===== config.mk =====
export PLATFORM = sky130hd
export DESIGN_NAME = rv32_mod_bus_arbiter
export DESIGN_NICKNAME = d
export VERILOG_FILES = /design/src/rtl/rv32_mod_bus_arbiter.sv
export SDC_FILE = /design/constraint.sdc
export NUM_CORES = 1
export LEC_CHECK = 0
export ABC_CLOCK_PERIOD_IN_PS = 2300
export BUFFER_PORTS_ARGS = -buffer_cell sky130_fd_sc_hd__buf_4
export CAP_MARGIN = 20
export CORE_AREA = 2 2 108 110
export CTS_BUF_LIST = sky130_fd_sc_hd__clkbuf_16
export DETAILED_ROUTE_END_ITERATION = 8
export DIE_AREA = 0 0 110 112
export PLACE_DENSITY_LB_ADDON = 0.12
export SYNTH_ARGS = -nofsm -noshare
export SYNTH_HDL_FRONTEND = slang
export SYNTH_SLANG_ARGS = --single-unit

===== constraint.sdc =====
create_clock -name clk -period 2.3 [get_ports clk]
set_input_delay 0.46 -clock clk [delete_from_list [all_inputs] [get_ports clk]]
set_output_delay 0.46 -clock clk [all_outputs]
set_load 0.05 [all_outputs]

===== src/rtl/rv32_mod_bus_arbiter.sv =====
// Round-robin arbiter sharing one req/ack/err memory port between instruction fetch and
// load/store, with a per-grant timeout so a silent slave cannot stall the core.
module rv32_mod_bus_arbiter #(
  parameter int unsigned TIMEOUT_CYCLES = 256,
  parameter int unsigned TIMEOUT_W      = 9
) (
  input  logic        clk,
  input  logic        reset,
  input  logic        instr_req,
  input  logic [31:0] instr_addr,
  output logic        instr_ack,
  output logic        instr_err,
  output logic [31:0] instr_data_o,
  input  logic        data_req,
  input  logic        data_wr,
  input  logic [3:0]  data_be,
  input  logic [31:0] data_addr,
  input  logic [31:0] data_data_i,
  output logic        data_ack,
  output logic        data_err,
  output logic [31:0] data_data_o,
  output logic        mem_req,
  output logic        mem_wr,
  output logic [3:0]  mem_be,
  output logic [31:0] mem_addr,
  output logic [31:0] mem_data_o,
  input  logic        mem_ack,
  input  logic        mem_err,
  input  logic [31:0] mem_data_i
);

  typedef enum logic [1:0] {StIdle, StGntI, StGntD} state_e;

  state_e               state_q, state_d;
  logic                 last_data_q, last_data_d;  // 1: data port held the most recent grant
  logic [TIMEOUT_W-1:0] cnt_q, cnt_d;
  logic                 timeout;

  assign instr_data_o = mem_data_i;
  assign data_data_o  = mem_data_i;

  // TIMEOUT_CYCLES == 0 disables the timeout entirely.
  assign timeout = (TIMEOUT_CYCLES != 0) &&
                   (cnt_q == TIMEOUT_W'(TIMEOUT_CYCLES - 1));

  always_comb begin
    state_d     = state_q;
    last_data_d = last_data_q;
    cnt_d       = cnt_q;
    mem_req     = 1'b0;
    mem_wr      = 1'b0;
    mem_be      = 4'h0;
    mem_addr    = 32'h0;
    mem_data_o  = 32'h0;
    instr_ack   = 1'b0;
    instr_err   = 1'b0;
    data_ack    = 1'b0;
    data_err    = 1'b0;

    unique case (state_q)
      StIdle: begin
        if (data_req && (!instr_req || !last_data_q)) begin
          state_d     = StGntD;
          last_data_d = 1'b1;
          cnt_d       = '0;
        end else if (instr_req) begin
          state_d     = StGntI;
          last_data_d = 1'b0;
          cnt_d       = '0;
        end
      end
      StGntI: begin
        mem_req  = 1'b1;
        mem_addr = instr_addr;
        mem_be   = 4'hF;
        cnt_d    = cnt_q + 1'b1;
        // Error beats ack when the slave raises both.
        if (mem_err || (!mem_ack && timeout)) begin
          instr_err = 1'b1;
          state_d   = StIdle;
        end else if (mem_ack) begin
          instr_ack = 1'b1;
          state_d   = StIdle;
        end
      end
      StGntD: begin
        mem_req    = 1'b1;
        mem_addr   = data_addr;
        mem_wr     = data_wr;
        mem_be     = data_be;
        mem_data_o = data_data_i;
        cnt_d      = cnt_q + 1'b1;
        if (mem_err || (!mem_ack && timeout)) begin
          data_err = 1'b1;
          state_d  = StIdle;
        end else if (mem_ack) begin
          data_ack = 1'b1;
          state_d  = StIdle;
        end
      end
      default: state_d = StIdle;
    endcase
  end

  always_ff @(posedge clk or posedge reset) begin
    if (reset) begin
      state_q     <= StIdle;
      last_data_q <= 1'b0;
      cnt_q       <= '0;
    end else begin
      state_q     <= state_d;
      last_data_q <= last_data_d;
      cnt_q       <= cnt_d;
    end
  end

endmodule


==> results.sh <==
export IMPL_status="completed"
export IMPL_first_global_vias=2095
export IMPL_fp_dieW_um=110
export IMPL_rr_endpoint="state_q[1]$_DFFE_PP0P_"
export IMPL_powerDensity_nw_per_um2=1440
export IMPL_finClkSkew_ps=2.21
export IMPL_routedWlPerCell_um=15.5
export IMPL_drc=0
export IMPL_clk_latency_ps=240
export IMPL_drv_slew=0
export IMPL_rsz0062_at_grt="false"
export IMPL_clock_fmax_ghz=0.458
export IMPL_ys_seq_area_share_pct=14.6
export IMPL_hold_ws_ps=261
export IMPL_drive_gt1_share_pct=63.3
export IMPL_portBuffers=180
export IMPL_drt_iter0_drc=88
export IMPL_yosys_warnings=0
export IMPL_period_minus_slack_ps=2190
export IMPL_synth_nets=416
export IMPL_fin_nets=527
export IMPL_synth_seq_cells=12
export IMPL_grt_max_degree=72
export IMPL_cts_buffer_depth=2
export IMPL_r2r_slack_ps=440
export IMPL_fin_ws_ps=115
export IMPL_finalHoldViolations=0
export IMPL_cts_sinks=12
export IMPL_grt_pass1_wl_um=11200
export IMPL_die_h_um=112
export IMPL_vias=2241
export IMPL_clk_pin_slew_ps=40
export IMPL_tightest_slew_ps=523
export IMPL_cts_max_level=1
export IMPL_io_pins=277
export IMPL_grt_overflow_total=0
export IMPL_ant_nets=0
export IMPL_critPathLaunchType="register"
export IMPL_antenna_found_initial=0
export IMPL_via_per_inst=4.28
export IMPL_hold_buffers=0
export IMPL_grt_use_total_pct=11.5
export IMPL_netlist_area_sq_um=2050
export IMPL_hp_class="primary input to async pin"
export IMPL_postSynthAreaPerCell_sq_um=7.55
export IMPL_start_util_pct=18.4
export IMPL_drtPass1Iterations=4
export IMPL_area_growth_pct=71.8
export IMPL_gp_congestion=0.729
export IMPL_slew_headroom_pct=65.1
export IMPL_routed_wl_um=8110
export IMPL_ir_drop_mv=0.635
export IMPL_cts_made_buffers=3
export IMPL_finalSetupViolations=0
export IMPL_leakagePower_uw=0.00175
export IMPL_crit_type="register to output pin"
export IMPL_cts_tree="built"
export IMPL_netlist_instances=272
export IMPL_rr_worst_depth=6
export IMPL_rows=39
export IMPL_cts_root_buf="clkbuf_16"
export IMPL_critPathArrivalTime_ps=1730
export IMPL_dp_hpwl_um=6190
export IMPL_crit_required_ps=1840
export IMPL_reg2reg_from="state_q[1]$_DFFE_PP0P_"
export IMPL_path_max_fanout=43
export IMPL_endpoint_kind="output pin"
export IMPL_core_sq_um=11200
export IMPL_dp_slack_ps=174
export IMPL_final_period_utilization_pct=95.0
export IMPL_die_area_sq_um=12300
export IMPL_diodes=0
export IMPL_synth_cell_type_count=35
export IMPL_maxCapViolCount=0
-- synthesized netlist by cell type --
library cell / count / share of area [%]
a21oi_1: 11 / 2.7
a21o_1: 1 / 0.37
clkbuf_1: 11 / 2.0
nor3_1: 1 / 0.24
nand4_1: 1 / 0.30
nor2_1: 2 / 0.37
a211o_1: 5 / 2.1
a31o_1: 1 / 0.43
o211ai_1: 1 / 0.37
nor3b_1: 3 / 1.1
xor2_1: 1 / 0.43
nor4_1: 3 / 0.91
buf_2: 8 / 2.0
nand2_1: 6 / 1.1
nor2b_1: 38 / 12
nand3b_1: 1 / 0.37
nor3b_4: 1 / 0.91
nor4b_2: 1 / 0.73
buf_4: 64 / 23
o211a_1: 3 / 1.5
a22oi_1: 32 / 12
a31oi_1: 1 / 0.30
inv_1: 8 / 1.5
nor4b_1: 2 / 0.85
dfrtp_1: 12 / 15
and2_1: 33 / 10
nand3_1: 4 / 0.98
o22ai_1: 2 / 0.61
o221ai_1: 1 / 0.43
o21bai_2: 1 / 0.55
mux2i_1: 1 / 0.49
nand2b_1: 4 / 1.2
o21ai_0: 1 / 0.24
ha_1: 5 / 3.0
and3_1: 2 / 0.61
-- worst max-delay path by stage --
| stage | from | endpoint | depth (start not counted) |
|---|---|---|---|
| floorplan | state_q[0]$_DFFE_PP0P_ | mem_addr[0] | 6 |
| global placement | cnt_q[0]$_DFFE_PP0P_ | instr_err | 7 |
| detailed placement | cnt_q[0]$_DFFE_PP0P_ | data_err | 7 |
| CTS | cnt_q[1]$_DFFE_PP0P_ | data_err | 7 |
| global route | cnt_q[1]$_DFFE_PP0P_ | data_err | 7 |
| finish | state_q[1]$_DFFE_PP0P_ | mem_addr[10] | 5 |
-- logic make-up after synthesis --
| kind of cell | Yosys count | share of synthesized area [%] |
|---|---|---|
| and+or+nand+nor | 102 | 31.3 |
| buffers and inverters | 91 | 28.8 |
| adders and majority gates | 5 | 3.05 |
| AOI/OAI and AO/OA | 60 | 21.3 |
| xor gates and xnor gates | 1 | 0.427 |
| DFF | 12 | 14.6 |
| muxes | 1 | 0.488 |
-- per-layer routing --
metal	track usage [%]	up-vias	routed length [um]
met5	0	-	0
met4	1.77	0	36
met3	4.33	8	974
met2	21.2	113	4190
met1	12.5	1032	2920
li1	-	1088	-
-- layout make-up --
class | count | area [sq um]
Sequential cell | 12 | 300
Multi-Input combinational cell | 169 | 1460
Timing Repair Buffer | 189 | 1480
Tap cell | 143 | 179
Fill cell | 1173 | 7650
Clock buffer | 3 | 75.1
Inverter | 8 | 30.0
-- state kept, by name, indices dropped and copies added, names as in the netlist --
name / count
state_q: 2
last_data_q: 1
cnt_q: 9
-- worst max-delay path, stage by stage, from the launching register on --
cell     delay (ps)
dfrtp_1         340
inv_1            80
ha_2            430
buf_12          230
nor2b_4         190
buf_4           200
-- power by group --
part           internal [uW]  switching (uW)
combinational           1780            2680
clock                    226            87.6
sequential               267            45.0
-- timing repair --
item / 4_1_cts / 5_1_grt
endpoints found under the setup margin: 2 / 5
setup buffers: 1 / 1
pin swaps: 0 / 1
resized for setup: 3 / 3
cloned: 0 / 1
-- cells in the final DEF (no fill, tap or decap), types with 3 or more instances in the layout --
master and count:
dfrtp_1 12, and2_1 33, inv_1 8, o211a_1 3, buf_12 3, nor4_1 3, clkbuf_16 4, ha_2 4
buf_4 183, nor2b_2 3, a21oi_1 11, nor2b_4 35, nand3_1 3, a22oi_1 32, nand2b_1 4, nand2_1 6
a211o_1 5
-- metrics by stage --
| step | TNS, ps | total power (uW) | util (%) | instances | instance area, sq um |
|---|---|---|---|---|---|
| global placement | 0 | 4730 | 30.3 | 518 | 3390 |
| detailed placement | 0 | 4740 | 30.3 | 518 | 3390 |
| CTS | 0 | 5090 | 31.2 | 522 | 3480 |
| finish | 0 | 5090 | 31.6 | 524 | 3530 |
| floorplan | -3440 | 3840 | - | 272 | 2330 |
| global route | 0 | 5390 | 31.6 | 524 | 3530 |
No activity file was read; power rests on OpenSTA's default activity.
